<file path="config.mk">
export PLATFORM = sky130hd
export DESIGN_NAME = lsu_ram_if
export DESIGN_NICKNAME = d
export VERILOG_FILES = /design/src/rtl/lsu_ram_if.sv
export SDC_FILE = /design/constraint.sdc
export NUM_CORES = 1
export LEC_CHECK = 0
export ABC_AREA = 0
export ABC_CLOCK_PERIOD_IN_PS = 2900
export CAP_MARGIN = 30
export CELL_PAD_IN_SITES_DETAIL_PLACEMENT = 1
export CELL_PAD_IN_SITES_GLOBAL_PLACEMENT = 1
export CORE_UTILIZATION = 35
export CTS_BUF_LIST = sky130_fd_sc_hd__clkbuf_8
export DETAILED_ROUTE_END_ITERATION = 16
export PLACE_DENSITY_LB_ADDON = 0.08
export SYNTH_ARGS = -nofsm -noshare
export SYNTH_HDL_FRONTEND = slang
export SYNTH_SLANG_ARGS = --single-unit
</file>
<file path="constraint.sdc">
create_clock -name clk -period 2.9 [get_ports clk]
set_input_delay 0.58 -clock clk [delete_from_list [all_inputs] [get_ports clk]]
set_output_delay 0.58 -clock clk [all_outputs]
set_load 0.1 [all_outputs]
</file>
<file path="src/rtl/lsu_ram_if.sv">
// Load/store adapter: one byte/half/word request at a time, turned into aligned word RAM accesses.
// Define LSU_MISALIGN_SPLIT_EN to split word-crossing accesses in two; otherwise they fault.
module lsu_ram_if #(
  parameter int unsigned RAM_BYTES = 16384
) (
  input  logic        clk,
  input  logic        rst_n,
  input  logic        req_valid_i,
  output logic        req_ready_o,
  input  logic        req_we_i,
  input  logic [1:0]  req_size_i,
  input  logic        req_unsigned_i,
  input  logic [31:0] req_addr_i,
  input  logic [31:0] req_wdata_i,
  output logic        rsp_valid_o,
  output logic [31:0] rsp_data_o,
  output logic        rsp_err_o,
  output logic [31:0] mem_addr_o,
  output logic        mem_w_en_o,
  output logic [31:0] mem_w_data_o,
  output logic [3:0]  mem_w_sel_o,
  input  logic [31:0] mem_r_data_i
);

  typedef enum logic [1:0] {IDLE, ACC0, ACC1, RESP} state_t;

  state_t      state;
  logic        r_we;
  logic        r_uns;
  logic [1:0]  r_size;
  logic [1:0]  r_off;
`ifdef LSU_MISALIGN_SPLIT_EN
  logic [31:0] r_wdata;
  logic [7:0]  r_m8;
  logic [31:0] buf0;
`endif

  logic [1:0]  in_off;
  logic [3:0]  in_mask;
  logic [7:0]  in_m8;
  logic        in_span;
  logic [1:0]  in_nb_m1;
  logic [32:0] in_last;
  logic        in_err;

  always_comb begin
    in_off = req_addr_i[1:0];
    case (req_size_i)
      2'b00:   begin in_mask = 4'b0001; in_nb_m1 = 2'd0; end
      2'b01:   begin in_mask = 4'b0011; in_nb_m1 = 2'd1; end
      default: begin in_mask = 4'b1111; in_nb_m1 = 2'd3; end
    endcase
    in_m8   = {4'b0000, in_mask} << in_off;
    in_span = |in_m8[7:4];
    // 33-bit sum so an access near 4 GiB cannot wrap back into range
    in_last = {1'b0, req_addr_i} + {31'b0, in_nb_m1};
    in_err  = (req_size_i == 2'b11) || (in_last >= 33'(RAM_BYTES));
`ifndef LSU_MISALIGN_SPLIT_EN
    if (in_span || (req_size_i == 2'b01 && in_off[0]) ||
        (req_size_i == 2'b10 && in_off != 2'b00))
      in_err = 1'b1;
`endif
  end

  function automatic logic [31:0] extract(input logic [63:0] pair, input logic [1:0] off,
                                          input logic [1:0] size, input logic uns);
    logic [63:0] sh;
    sh = pair >> {off, 3'b000};
    case (size)
      2'b00:   extract = uns ? {24'b0, sh[7:0]}  : {{24{sh[7]}}, sh[7:0]};
      2'b01:   extract = uns ? {16'b0, sh[15:0]} : {{16{sh[15]}}, sh[15:0]};
      default: extract = sh[31:0];
    endcase
  endfunction

  always_ff @(posedge clk or negedge rst_n) begin
    if (!rst_n) begin
      state        <= IDLE;
      r_we         <= 1'b0;
      r_uns        <= 1'b0;
      r_size       <= '0;
      r_off        <= '0;
`ifdef LSU_MISALIGN_SPLIT_EN
      r_wdata      <= '0;
      r_m8         <= '0;
      buf0         <= '0;
`endif
      req_ready_o  <= 1'b1;
      rsp_valid_o  <= 1'b0;
      rsp_data_o   <= '0;
      rsp_err_o    <= 1'b0;
      mem_addr_o   <= '0;
      mem_w_en_o   <= 1'b0;
      mem_w_data_o <= '0;
      mem_w_sel_o  <= '0;
    end else begin
      rsp_valid_o <= 1'b0;
      case (state)
        IDLE: begin
          if (req_valid_i) begin
            r_we        <= req_we_i;
            r_uns       <= req_unsigned_i;
            r_size      <= req_size_i;
            r_off       <= in_off;
`ifdef LSU_MISALIGN_SPLIT_EN
            r_wdata     <= req_wdata_i;
            r_m8        <= in_m8;
`endif
            req_ready_o <= 1'b0;
            if (in_err) begin
              state       <= RESP;
              rsp_valid_o <= 1'b1;
              rsp_err_o   <= 1'b1;
              rsp_data_o  <= '0;
            end else begin
              state        <= ACC0;
              mem_addr_o   <= {req_addr_i[31:2], 2'b00};
              mem_w_en_o   <= req_we_i;
              mem_w_sel_o  <= req_we_i ? in_m8[3:0] : 4'b0000;
              mem_w_data_o <= req_we_i ? (req_wdata_i << {in_off, 3'b000}) : '0;
            end
          end
        end
        ACC0: begin
`ifdef LSU_MISALIGN_SPLIT_EN
          buf0 <= mem_r_data_i;
          if (r_m8[7:4] != 4'b0000) begin
            state        <= ACC1;
            mem_addr_o   <= mem_addr_o + 32'd4;
            mem_w_en_o   <= r_we;
            mem_w_sel_o  <= r_we ? r_m8[7:4] : 4'b0000;
            mem_w_data_o <= r_we ? (r_wdata >> (6'd32 - {1'b0, r_off, 3'b000})) : '0;
          end else begin
`endif
            // aligned: the upper word of the pair is never selected, so feed zeros
            state        <= RESP;
            rsp_valid_o  <= 1'b1;
            rsp_err_o    <= 1'b0;
            rsp_data_o   <= r_we ? '0 : extract({32'b0, mem_r_data_i}, r_off, r_size, r_uns);
            mem_addr_o   <= '0;
            mem_w_en_o   <= 1'b0;
            mem_w_sel_o  <= '0;
            mem_w_data_o <= '0;
`ifdef LSU_MISALIGN_SPLIT_EN
          end
`endif
        end
`ifdef LSU_MISALIGN_SPLIT_EN
        ACC1: begin
          state        <= RESP;
          rsp_valid_o  <= 1'b1;
          rsp_err_o    <= 1'b0;
          rsp_data_o   <= r_we ? '0 : extract({mem_r_data_i, buf0}, r_off, r_size, r_uns);
          mem_addr_o   <= '0;
          mem_w_en_o   <= 1'b0;
          mem_w_sel_o  <= '0;
          mem_w_data_o <= '0;
        end
`endif
        RESP: begin
          state       <= IDLE;
          req_ready_o <= 1'b1;
        end
        default: begin
          state       <= IDLE;
          req_ready_o <= 1'b1;
        end
      endcase
    end
  end

endmodule

</file>
==> metrics.md, run 1 <==
| Metric | Value |
|---|---|
| HP Class | `input port to asynchronous set/reset pin` |
| Syn Inst Count | `678` |
| Most used cell, CP | `and3_4` |
| Setup-failing EPs final | `approximately 100` |
| Fin Hold WS | `0.172 ns` |
| Layout cell share with drive strength beyond 1 | `33.3%` |
| Max Freq | `0.300 GHz` |
| Fin crit share | `115%` |
| Drt wl/cell | `between 15 and 20 um` |
| Port-buffer cells | `204` |
| Static leakage | `roughly 4.7 nW` |
| Crit path largest cell delay | `0.51 ns` |
| Most frequent cells after synthesis | `nand2_1 (140), dfrtp_1 (109), mux2i_1 (69)` |
| Crit path max-delay cell type | `or4_4` |
| Buf/Inv on CP | `4` |
| Post-route cell area | `0.00973 mm2` |
| CP Max Fanout | `7` |
| DR iter-0 viols | `approximately 230` |
| Clk_skew | `between 0.01 and 0.015 ns` |
| Yosys top cell area share | `43.4%` |
| Routed vias | `around 6400` |
| Synthesis-to-layout area growth | `54.8%` |
| Root buf cell | `clkbuf_8` |
| Clk sinks | `110` |
| Setup CP Type | `input port to flip-flop` |
| Router iterations before antenna repair | `4` |
| VDD IR max | `1110 uV` |
| Largest net degree at the start of global routing | `54` |
| Mean Syn Cell Area | `9.27 um2` |
| Power per Cell Area | `780 mW/mm2` |
| I/O Pins | `207` |
| Worst Max-Slew Pin Slew | `0.655 ns` |
| MaxCap Viol Count | `0` |
| First-pass GRT wire length | `between 30000 and 40000 um` |
| Die W | `136 um` |
| Top cells by area, synth | `dfrtp_1 (43%), mux2i_1 (11%), nand2_1 (8.4%)` |
| Seq/Total Area, Yosys | `between 40% and 50%` |
| Min Clock Period, post-route | `3.34 ns` |
| Post-Syn Area | `~0.0063 mm2` |
| DRC | `0` |
| Failing checks | `negative setup slack` |
| Number of synthesized flops with an enable pin | `0` |
| Site row count | `48` |
| Rel. slew slack | `56.2%` |
| CTS hold repair buffers | `0` |
| FFs w/ async S/R, synth | `100%` |
| Overall Global Routing Usage | `about a quarter` |
| Grt ovf | `0` |
| Dpl hpwl | `17300 um` |
| Yosys cell types | `57` |
| GPL Wtd Cong | `about 0.86` |
| Placement Cell Area | `around 0.0090 mm2` |
| Crit path launch type | `input port` |
| Critical Path Sink Type | `flip-flop` |
| Status | `finished with violations` |
| Longest Clk Path Bufs | `2` |
| Fillers | `1971` |
| Core ar. | `0.0174 mm2` |
| Worst EP arrival | `3.63 ns` |
| Synthesis-stage register bit count | `110` |
| Critical Path, Cell by Cell | `buf_6, or2_4, ha_4, fa_2, and3_4, and3_4, a2111o_1, and3_4, or4_4, buf_6, nor2_4, nand2_4, buf_12, buf_16, and3_4` |
| RSZ-0062 raised after global routing | `true` |
| CTS tree | `built` |
| Chip Height | `136 um` |
| Delay-heaviest family, CP | `simple AND/OR/NAND/NOR gates` |
| Final WS setup | `-0.437 ns` |
| DRT Wirelength | `23000 um` |
| Most common cell in the netlist | `nand2_1` |
| Leading area contributor after synthesis | `dfrtp_1` |
| Fin util | `55.8%` |
| Worst slack at placement | `-1.25 ns` |
| Clk slew on worst S/H paths | `around 0.12 ns` |
| Ys flop type | `dfrtp_1` |
| Yosys Warn Count | `0` |
| Critical path required time | `3.20 ns` |
| Htree depth | `3` |
| Initial antenna violation count | `0` |
| Antenna viol nets, final | `0` |
| Drt via density | `5.36` |
| Nets | `1064` |
| Antenna diode count | `0` |
| Final hold violation count | `0` |
| Die area | `0.0185 mm2` |
| Initial Utilization | `36.1%` |
| Clk Latency, worst-skew pair | `0.40 ns` |
| Slew Limit Fails | `0` |
| Vias in the first global route | `6661` |
| Cts bufs inserted | `9` |
==> worst paths after layout <==
kind | to | start | depth (start not counted) | slack [ns]
worst max-delay path | mem_addr_o[22] | req_size_i[1] | 15 | -0.44
worst min-delay path | mem_addr_o[30] | rst_n | 1 | 0.17
worst max register to register | rsp_data_o[31] | r_off[0] | 7 | 0.84
worst min register to register | rsp_data_o[10] | rsp_data_o[10] | 1 | 0.50
max in group asynchronous | mem_w_data_o[11] | rst_n | 2 | 1.99
min in group clk | rsp_data_o[10] | rsp_data_o[10] | 1 | 0.50
==> kinds of logic (layout without fill, tap and decap cells) <==
family | after synthesis | after routing | synth area share, %
AOI/OAI and AO/OA | 132 | 132 | 13.8
xor gates and xnor gates | 8 | 8 | 1.11
adders and majority gates | 4 | 4 | 0.916
buffers and inverters | 55 | 338 | 4.30
DFF | 110 | 110 | 43.8
muxes | 91 | 91 | 14.9
other | 1 | 2 | 0.0597
and+or+nand+nor | 277 | 277 | 21.0
==> sequential cells by signal, indices dropped and copies added, names as in the netlist, 2 cells and up <==
signal and count:
mem_addr_o 30, mem_w_data_o 32, mem_w_sel_o 4, r_off 2, r_size 2, rsp_data_o 32
state 2
==> layout by cell type (no fill, tap or decap), drive strengths merged, types with 5 or more instances in the layout <==
master,instances
a21oi,26
nor2b,5
a21o,8
inv,10
o2bb2ai,8
xnor2,5
a22o,16
nand4,15
clkdlybuf4s50,94
mux2,22
and3,25
nand3,31
buf,214
mux2i,69
o21ai,48
dfrtp,109
nand2,141
nor2,22
or3,6
nor4,6
nor3,8
clkbuf,12
==> routing by layer <==
layer	routed length (um)	global-route usage (%)	share of wire (%)	up-vias
met5	0	0	0	-
met4	319	6.98	1.4	0
met3	910	3.43	4.0	21
met2	11600	43.7	50	156
met1	10200	32.9	44	3193
li1	-	-	-	2987
==> area by class of cell <==
| cell class | instances | area (um2) | share of cell area [%] |
|---|---|---|---|
| flip-flops and latches | 110 | 2750 | 28.3 |
| well taps | 225 | 282 | 2.89 |
| inverters | 6 | 25.0 | 0.257 |
| multi-input cells | 514 | 3520 | 36.2 |
| clock inverters | 7 | 111 | 1.14 |
| clock buffers | 9 | 124 | 1.27 |
| repair buffers | 316 | 2910 | 29.9 |
==> power by group <==
part	internal (mW)	switching (mW)	leakage, nW	total [mW]
logic	1.27	3.11	3.12	4.38
clock network	0.511	0.604	0.120	1.12
registers	1.84	0.260	1.50	2.10
total	3.61	3.97	4.73	7.59
==> through the flow <==
stage                     total power [mW]  TNS, ns  cells
after detailed placement              6.29  -114.54   1153
after floorplan                       5.15   -50.25    679
final                                 7.59   -38.96   1187
after global routing                  7.93   -44.35   1187
after global placement                6.20  -105.95   1153
after CTS                             7.57   -41.54   1181
==> repair_timing <==
item / 4_1_cts / 5_1_grt
pin swaps: 32 / 25
buffers inserted: 8 / 4
gates cloned: 6 / 2
gates resized for setup: 52 / 26
setup endpoints to repair: 102 / 102
Power figures use the tool's default switching activity.
==> run 2, diff against run 1 <==
--- a/config.mk
+++ b/config.mk
@@ -12,2 +12,3 @@
 export CELL_PAD_IN_SITES_GLOBAL_PLACEMENT = 1
+export CORE_MARGIN = 8
 export CORE_UTILIZATION = 35
@@ -16,2 +17,3 @@
 export PLACE_DENSITY_LB_ADDON = 0.08
+export SKIP_CTS_REPAIR_TIMING = 1
 export SYNTH_ARGS = -nofsm -noshare
==> constraint.sdc (replaced) <==
create_clock -name clk -period 2.9 [get_ports clk]
set_input_delay 0.725 -clock clk [delete_from_list [all_inputs] [get_ports clk]]
set_output_delay 0.725 -clock clk [all_outputs]
set_load 0.1 [all_outputs]
==> metrics.md, run 2 (synthesized netlist as in run 1, its figures left out) <==
| Metric | Value |
|---|---|
| Crit path launch type | `input port` |
| Min Clock Period, post-route | `3.47 ns (+0.131 ns)` |
| Status | `finished with violations` |
| Critical Path Sink Type | `flip-flop` |
| GPL Wtd Cong | `0.882 (+2.0%)` |
| Router iterations before antenna repair | `4 (unchanged)` |
| Longest Clk Path Bufs | `2 (unchanged)` |
| Fin crit share | `120% (+4.5 points)` |
| CP Max Fanout | `8 (+1)` |
| Antenna viol nets, final | `0 (unchanged)` |
| Clk sinks | `110 (unchanged)` |
| Clk_skew | `0.0200 ns (+0.00608 ns)` |
| Fillers | `2044 (+3.7%)` |
| Crit path largest cell delay | `0.59 ns (+0.08 ns)` |
| CTS tree | `built` |
| MaxCap Viol Count | `0 (unchanged)` |
| Fin util | `53.3% (-2.6 points)` |
| Setup CP Type | `input port to flip-flop` |
| Worst Max-Slew Pin Slew | `0.685 ns (+0.0299 ns)` |
| Htree depth | `3 (unchanged)` |
| I/O Pins | `207 (unchanged)` |
| Vias in the first global route | `6694 (+0.50%)` |
| Delay-heaviest family, CP | `simple AND/OR/NAND/NOR gates` |
| HP Class | `input port to asynchronous set/reset pin` |
| Power per Cell Area | `780 mW/mm2 (about the same)` |
| Die area | `0.0225 mm2 (+22%)` |
| Antenna diode count | `0 (unchanged)` |
| Placed cell count | `1147 (-0.52%)` |
| DRC | `0 (unchanged)` |
| Synthesis-to-layout area growth | `50.7%` |
| Largest net degree at the start of global routing | `60 (+11%)` |
| Failing checks | `negative setup slack` |
| Non-filler cells, final | `1176 (-0.93%)` |
| Critical Path, Cell by Cell | `buf_6, or2_4, ha_4, fa_2, and3_4, and3_4, a2111o_1, and3_1, or4_4, o31ai_4, buf_6, clkbuf_16, a22o_1` |
| Nets | `1049 (-1.4%)` |
| Chip Height | `150 um (+10%)` |
| Final hold violation count | `0 (unchanged)` |
| First-pass GRT wire length | `35700 um (-0.88%)` |
| Post-route cell area | `0.00947 mm2 (-2.6%)` |
| Port-buffer cells | `204 (unchanged)` |
| Cts bufs inserted | `9 (unchanged)` |
| Initial antenna violation count | `0 (unchanged)` |
| Most frequent cells in the layout | `buf_4 (183), nand2_1 (140), dfrtp_1 (109)` |
| Worst EP arrival | `3.79 ns (+0.16 ns)` |
| Site row count | `49 (+2.1%)` |
| Setup_tns | `-53.05 ns (-14.09 ns)` |
| Drt wl/cell | `19.9 um (+2.8%)` |
| RSZ-0062 raised after global routing | `true` |
| Routed vias | `6232 (-2.0%)` |
| Max Freq | `0.288 GHz (-3.8%)` |
| Root buf cell | `clkbuf_8` |
| VDD IR max | `768 uV (-31%)` |
| Critical path required time | `3.22 ns (+0.02 ns)` |
| Static leakage | `4.63 nW (-2.1%)` |
| Placement Cell Area | `0.00887 mm2 (-1.1%)` |
| Clk slew on worst S/H paths | `0.12 ns (about the same)` |
| Layout cell share with drive strength beyond 1 | `31.2% (-2.1 points)` |
| Most common cell after layout, fill and taps aside | `buf_4` |
| Rel. slew slack | `54.3% (-1.8 points)` |
| Dpl hpwl | `18200 um (+5.4%)` |
| Die W | `150 um (+10%)` |
| Core ar. | `0.0178 mm2 (+2.1%)` |
| Grt ovf | `0 (unchanged)` |
| Top flop regs | `mem_w_data_o: 32 flops, rsp_data_o: 32 flops, mem_addr_o: 30 flops` |
| Overall Global Routing Usage | `19.9% (-5.4 points)` |
| Buf/Inv on CP | `3 (-1)` |
| Drt via density | `5.30 (-1.0%)` |
| Crit path max-delay cell type | `or4_4` |
| Fin Hold WS | `0.213 ns (+0.0415 ns)` |
| Slew Limit Fails | `0 (unchanged)` |
| Final WS setup | `-0.569 ns (-0.131 ns)` |
| Initial Utilization | `35.3% (-0.74 points)` |
| Setup-failing EPs final | `102 (unchanged)` |
| Clk Latency, worst-skew pair | `0.39 ns (about the same)` |
| DRT Wirelength | `23400 um (+1.8%)` |
| DR iter-0 viols | `167 (-28%)` |
==> run 2: cell types whose count changed in the layout (fill, tap and decap cells not counted), moves of 3 or more <==
cell,before,now
clkdlybuf4s50_1,94,89
buf_12,7,4
a21oi_2,5,0
a21oi_1,21,26
buf_16,4,0
buf_4,188,183
dlymetal6s2s_1,3,10
clkbuf_16,2,5
buf_6,12,8
==> run 2: per-stage QoR <==
| stage | setup slack (ns) | total power [mW] |
|---|---|---|
| final | -0.569 | 7.39 |
| after global routing | -0.637 | 7.75 |
| after CTS | -0.843 | 7.22 |
| after detailed placement | -1.27 | 6.29 |
| after global placement | -1.18 | 6.21 |
| after floorplan | -0.686 | 5.15 |
==> run 2: layout make-up <==
type	instances	area, um2	area share, %
clock inverter	7	66.3	0.700
inverter	6	22.5	0.238
clock buffer	9	124	1.31
multi-input combinational	514	3510	37.1
timing repair buffer	301	2710	28.6
sequential	110	2750	29.1
tap	229	287	3.03
==> run 2: layer usage <==
metal | up-vias | GRT usage, % | wire length [um]
met2 | 149 | 35.2 | 12000
met3 | 21 | 2.45 | 968
met1 | 3112 | 24.9 | 10100
li1 | 2950 | - | -
met5 | - | 0 | 0
met4 | 0 | 5.65 | 337
==> run 2: final timing paths <==
path / cells past startpoint / to / from / slack [ns]
worst max-delay path: 13 / rsp_data_o[29] / req_size_i[0] / -0.57
worst min-delay path: 1 / mem_addr_o[29] / rst_n / 0.21
worst max register to register: 7 / rsp_data_o[27] / r_off[0] / 0.84
worst min register to register: 2 / req_ready_o / req_ready_o / 0.50
max in group asynchronous: 2 / mem_w_data_o[27] / rst_n / 1.96
min in group clk: 2 / req_ready_o / req_ready_o / 0.50
==> run 2: report_power, final <==
part	total [mW]	internal, mW	switching [mW]
clock network	0.913	0.332	0.580
registers	2.11	1.84	0.273
logic	4.37	1.28	3.09
total	7.39	3.45	3.94
